==> src/rtl/ce_gen_pkg.sv <==
// rtl/ce_gen_pkg.sv - shared constants, divisor type and bus-extraction helper for ce_gen
package ce_gen_pkg;

    localparam int CNT_W_DEF    = 4;
    localparam int MAX_CHANNELS = 8;
    localparam int MAX_CNT_W    = 8;
    localparam int BUS_W        = MAX_CHANNELS * MAX_CNT_W;

    typedef logic [CNT_W_DEF-1:0] divisor_t;

    // Pull channel idx's w-bit divisor out of a packed bus (zero-extended to
    // the widest legal layout), returned right-aligned and zero-padded.
    function automatic logic [MAX_CNT_W-1:0] get_div(
        input logic [BUS_W-1:0] bus,
        input int               idx,
        input int               w
    );
        logic [BUS_W-1:0]     shifted;
        logic [MAX_CNT_W-1:0] mask;
        shifted = bus >> (idx * w);
        mask    = '1;
        mask    = mask >> (MAX_CNT_W - w);
        return shifted[MAX_CNT_W-1:0] & mask;
    endfunction

endpackage

==> src/rtl/ce_chan.sv <==
// rtl/ce_chan.sv - one clock-enable channel: reloadable down-counter with pause and align
//
// Ports:
//   clk_sys, reset_n   clock, asynchronous active-low reset
//   div_normal         divisor used at wrap when turbo = 0
//   div_turbo          divisor used at wrap when turbo = 1
//   turbo, pause, align shared controls (align beats pause)
//   ce                 registered enable pulse, high 1 cycle in every D
//   mode               turbo value captured at the last reload
module ce_chan #(
    parameter int CNT_W = 4
) (
    input  logic             clk_sys,
    input  logic             reset_n,
    input  logic [CNT_W-1:0] div_normal,
    input  logic [CNT_W-1:0] div_turbo,
    input  logic             turbo,
    input  logic             pause,
    input  logic             align,
    output logic             ce,
    output logic             mode
);

    logic [CNT_W-1:0] cnt;
    logic [CNT_W-1:0] sel;

    // Divisor selection only matters at wrap, so switches never disturb a
    // period already in progress.
    assign sel = turbo ? div_turbo : div_normal;

    always_ff @(posedge clk_sys or negedge reset_n) begin
        if (!reset_n) begin
            cnt  <= '0;
            ce   <= 1'b0;
            mode <= 1'b0;
        end else if (align) begin
            cnt <= '0;
            ce  <= 1'b0;
        end else if (pause) begin
            ce <= 1'b0;
        end else if (cnt != '0) begin
            cnt <= cnt - CNT_W'(1);
            ce  <= 1'b0;
        end else begin
            mode <= turbo;
            if (sel != '0) begin
                ce  <= 1'b1;
                cnt <= sel - CNT_W'(1);
            end else begin
                // Disabled: stay at zero so the divisor is re-read every cycle.
                ce  <= 1'b0;
                cnt <= '0;
            end
        end
    end

endmodule

==> src/rtl/ce_gen.sv <==
// rtl/ce_gen.sv - multi-channel clock-enable generator with normal/turbo divisor sets
//
// Ports:
//   clk_sys, reset_n   clock, asynchronous active-low reset
//   div_normal         packed per-channel divisors, channel i at [i*CNT_W +: CNT_W]
//   div_turbo          packed per-channel turbo divisors, same packing
//   turbo              selects divisor set for the next reload of each channel
//   pause              freezes all counters, suppresses ce
//   align              zeroes all counters so enabled channels fire together next
//   ce                 one registered enable bit per channel
//   mode_ack           registered: all channels reloaded with the current turbo
module ce_gen
    import ce_gen_pkg::*;
#(
    parameter int CHANNELS = 3,
    parameter int CNT_W    = CNT_W_DEF
) (
    input  logic                      clk_sys,
    input  logic                      reset_n,
    input  logic [CHANNELS*CNT_W-1:0] div_normal,
    input  logic [CHANNELS*CNT_W-1:0] div_turbo,
    input  logic                      turbo,
    input  logic                      pause,
    input  logic                      align,
    output logic [CHANNELS-1:0]       ce,
    output logic                      mode_ack
);

    logic [BUS_W-1:0]    normal_bus;
    logic [BUS_W-1:0]    turbo_bus;
    logic [CHANNELS-1:0] mode_bits;

    assign normal_bus = BUS_W'(div_normal);
    assign turbo_bus  = BUS_W'(div_turbo);

    for (genvar gi = 0; gi < CHANNELS; gi++) begin : g_chan
        logic [CNT_W-1:0] dn;
        logic [CNT_W-1:0] dt;

        assign dn = CNT_W'(get_div(normal_bus, gi, CNT_W));
        assign dt = CNT_W'(get_div(turbo_bus, gi, CNT_W));

        ce_chan #(
            .CNT_W(CNT_W)
        ) u_chan (
            .clk_sys   (clk_sys),
            .reset_n   (reset_n),
            .div_normal(dn),
            .div_turbo (dt),
            .turbo     (turbo),
            .pause     (pause),
            .align     (align),
            .ce        (ce[gi]),
            .mode      (mode_bits[gi])
        );
    end

    // Compares registered mode bits against the live turbo input, so a turbo
    // toggle drops the acknowledge on the very next edge.
    always_ff @(posedge clk_sys or negedge reset_n) begin
        if (!reset_n) begin
            mode_ack <= 1'b0;
        end else begin
            mode_ack <= (mode_bits == {CHANNELS{turbo}});
        end
    end

endmodule

==> config.mk <==
export PLATFORM = sky130hd
export DESIGN_NAME = ce_gen
export DESIGN_NICKNAME = d
export VERILOG_FILES = /design/src/rtl/ce_gen_pkg.sv /design/src/rtl/ce_chan.sv /design/src/rtl/ce_gen.sv
export SDC_FILE = /design/constraint.sdc
export NUM_CORES = 1
export LEC_CHECK = 0
export ABC_AREA = 1
export ABC_CLOCK_PERIOD_IN_PS = 1700
export CAP_MARGIN = 20
export CORE_ASPECT_RATIO = 1.5
export CORE_MARGIN = 3
export CORE_UTILIZATION = 35
export CTS_BUF_LIST = sky130_fd_sc_hd__clkbuf_4
export CTS_CLUSTER_SIZE = 24
export DETAILED_ROUTE_END_ITERATION = 10
export PLACE_DENSITY = 0.63
export REMOVE_ABC_BUFFERS = 1
export SLEW_MARGIN = 40
export SYNTH_ARGS = -nofsm -noshare
export SYNTH_HDL_FRONTEND = slang
export SYNTH_SLANG_ARGS = --single-unit
==> constraint.sdc <==
create_clock -name clk_sys -period 1.7 [get_ports clk_sys]
set_input_delay 0.425 -clock clk_sys [delete_from_list [all_inputs] [get_ports clk_sys]]
set_output_delay 0.425 -clock clk_sys [all_outputs]
set_load 0.005 [all_outputs]
==> results.tsv, run 1 <==
stage	metric	value	unit
run_status	outcome	complete, no violations	
routing	drt initial violations	65	
clocking	setup bufs post-CTS	0	
synthesis	ys flop type	dfrtp_1	
synthesis	most frequent cell after synthesis	nand2_1	
critical_path	Required @ worst endpoint	1.27	ns
power_and_ir_drop	Final Power	0.001583	W
clocking	CTS tree	built	
floorplanning	Die X	61.38	microns
clocking	later-pin clock latency in the skew report	0.31	ns
synthesis	Post-synth ARST share	1.000	
critical_path	flop-to-flop setup slack	0.19	ns
synthesis	Gate Count Post-Synth	237	
critical_path	family with the most delay on the worst path	buffers and inverters	
place	gpl congestion	0.8331	
sta	Final period util	0.9292	
floorplanning	Ports	33	
place	dpl hpwl	2975	microns
critical_path	Worst Reg-to-Reg Cells	9	
clocking	CTS Hold Buffers Added	0	
critical_path	Critical Path Slowest Stage Cell	clkdlybuf4s50_1	
finish	ant diodes	0	
synthesis	syn avg cell area	6.794	sq um
finish	Area Overhead vs Synth	32.63	%
routing	first-pass iteration count of the detailed router	4	
clocking	Num CTS Buffers	3	
critical_path	reg2reg end	g_chan[2].u_chan.mode$_DFFE_PN0P_	
power_and_ir_drop	cell leakage power	1.144	nW
critical_path	kind of critical path	reg2out	
floorplanning	Initial Util	0.3729	
finish	Non-Filler Cell Area, Final	2136	sq um
floorplanning	core region area	4318	sq um
critical_path	CP Max Fanout	1	
synthesis	synth unique cells	25	
finish	NumNets Final	329	
hold_path	hold crit path type	in2async	
sta	minimum clock period	1.580	ns
floorplanning	die extent in y	89.08	microns
finish	layout cells sized above 1	0.1498	
grt	number of global-route vias before repair	1641	
routing	detail-routed via count per cell	4.874	
synthesis	post-synthesis sequential area ratio	0.2953	
clocking	clk buf depth	2	
synthesis	leading area contributor after synthesis	dfrtp_1	
clocking	CTS Root Cell	clkbuf_4	
synthesis	Syn Std Cell Area	1610	sq um
sta	Worst Max-Slew Pin Slew	0.2606	ns
critical_path	worst-path cell chain	clkdlybuf4s50_1	
synthesis	Synth top area share	0.2953	
grt	largest net degree at the start of global routing	20	
synthesis	Syn. warnings	0	
sta	Clock Skew	0.002463	ns
routing	final wirelength	3750	microns
grt	grt total ovfl	0	
routing	routed via count	1623	
routing	DR DRC count	0	
sta	Final Hold Fails	0	
critical_path	Worst path depth	1	
sta	final slew viol count	0	
synthesis	Synth area leaders	dfrtp_1 30%, nand2_1 15%, inv_1 10%	
clocking	post_cts resized	0	
floorplanning	# rows	29	
sta	Max Fclk	0.6331	GHz
synthesis	EDFF count, synth	0	
place	Area after DPL	2078	sq um
power_and_ir_drop	Pwr per Cell Area	741.0	nW/um^2
routing	Avg WL per Cell	11.26	microns
sta	final setup fails	0	
grt	first-pass GRT wire length	6589	microns
synthesis	Seq cells post-synth	19	
synthesis	Synth top cells by count	65 x nand2_1, 45 x inv_1, 19 x dfrtp_1, 19 x nor2_1, 13 x a21oi_1	
critical_path	CP arrival	1.15	ns
place	port bufs	32	
flow_run	maxcap violations	0	
grt	initial antenna violation count	0	
critical_path	critical path endpoint category	output port	
sta	post-route setup TNS	0	ns
sta	RSZ-0062 raised after global routing	no	
critical_path	R2R Path Start	g_chan[2].u_chan.cnt[1]$_DFFE_PN0P_	
power_and_ir_drop	IR drop worst, VDD	0.3113	mV
routing	ANT nets after route	0	
critical_path	critical path startpoint category	flip-flop	
grt	Total GRT Usage	0.1562	
floorplanning	Die ar.	5467	sq um
critical_path	crit-path max cell delay	0.49	ns
clocking	CTS sink cnt	19	
clocking	H-tree levels	1	
sta	relative slew slack	0.8263	
clocking	clk slew on worst S/H paths	0.12	ns
critical_path	CP bufs+invs	1	
[layer usage]
metal  global-route usage  vias to the layer above  wire (microns)
li1                     -                      836               -
met1               0.1609                      750            1487
met2               0.2996                       26            2044
met3              0.02023                       11             106
met4              0.06950                        0             112
met5                    0                        -               0
[worst max path at each step]
stage | slack (ns) | start | end
2_1_floorplan | 0.42 | turbo | g_chan[0].u_chan.cnt[1]$_DFFE_PN0P_
6_report | 0.12 | g_chan[2].u_chan.ce$_DFF_PN0_ | ce[2]
3_3_place_gp | -0.31 | turbo | g_chan[1].u_chan.cnt[1]$_DFFE_PN0P_
3_5_place_dp | -0.31 | turbo | g_chan[1].u_chan.cnt[1]$_DFFE_PN0P_
5_1_grt | 0.02 | g_chan[2].u_chan.cnt[0]$_DFFE_PN0P_ | g_chan[2].u_chan.mode$_DFFE_PN0P_
4_1_cts | 0.02 | turbo | g_chan[1].u_chan.cnt[1]$_DFFE_PN0P_
[state kept, by name (all words and copies together) (netlist names)]
register / count
g_chan.u_chan.ce: 3
g_chan.u_chan.cnt: 12
g_chan.u_chan.mode: 3
mode_ack: 1
[layout make-up]
cell class / instances / area, sq um
Clock buffer: 3 / 22.52
Clock inverter: 1 / 5.005
Fill cell: 444 / 2182
Inverter: 46 / 180.2
Multi-Input combinational cell: 166 / 892.1
Sequential cell: 19 / 475.5
Tap cell: 46 / 57.56
Timing Repair Buffer: 52 / 503.0
[where the power goes]
part / total (W) / internal [W] / switching (W)
Sequential: 0.000629 / 0.000557 / 0.0000716
Clock: 0.000248 / 0.0000880 / 0.000160
Combinational: 0.000706 / 0.000321 / 0.000386
Total: 0.00158 / 0.000966 / 0.000617
[cells in the final DEF (no fill, tap or decap), drive strengths merged, types with 3 or more instances in the layout]
master         netlist  routed
a21oi               13      13
buf                  6      19
clkbuf               0       4
clkdlybuf4s50        0      31
dfrtp               19      19
ha                  12      12
inv                 46      46
nand2               75      75
nand3               12      12
nand4                4       4
nor2                21      21
o211ai               3       3
o21ai               18      18
o22ai                3       3
[worst reg2reg max path: stages (launching register included)]
cell and delay, ns:
dfrtp_1 0.40, inv_1 0.12, ha_1 0.16, inv_1 0.04, nor2_1 0.13, nand2_1 0.16
inv_1 0.15, nand2_1 0.12, nand2_1 0.07, o21ai_0 0.07
[stage by stage]
stage               worst slack, ns  utilization  std cells  hold slack, ns
detailed placement          -0.3101       0.4813        328          0.4813
CTS                         0.02469       0.4877        332          0.4399
floorplan                    0.4222            -        231          0.1294
global route                0.01658       0.4946        333          0.4453
global placement            -0.3080       0.4813        328          0.4871
finish                       0.1204       0.4946        333          0.4349
[kinds of logic after synthesis]
logic type	share of synthesized area
and+or+nand+nor	0.3116
buffers and inverters	0.1523
AOI/OAI and AO/OA	0.1313
DFF	0.2953
adders and majority gates	0.09324
xor gates and xnor gates	0.01632
No activity file was read; power rests on OpenSTA's default activity.
==> run 2: changes to the inputs <==
- TNS_END_PERCENT: unset -> 100
==> results of run 2 <==
Same layout as run 1: the final DEF is identical, and so are final timing and power.
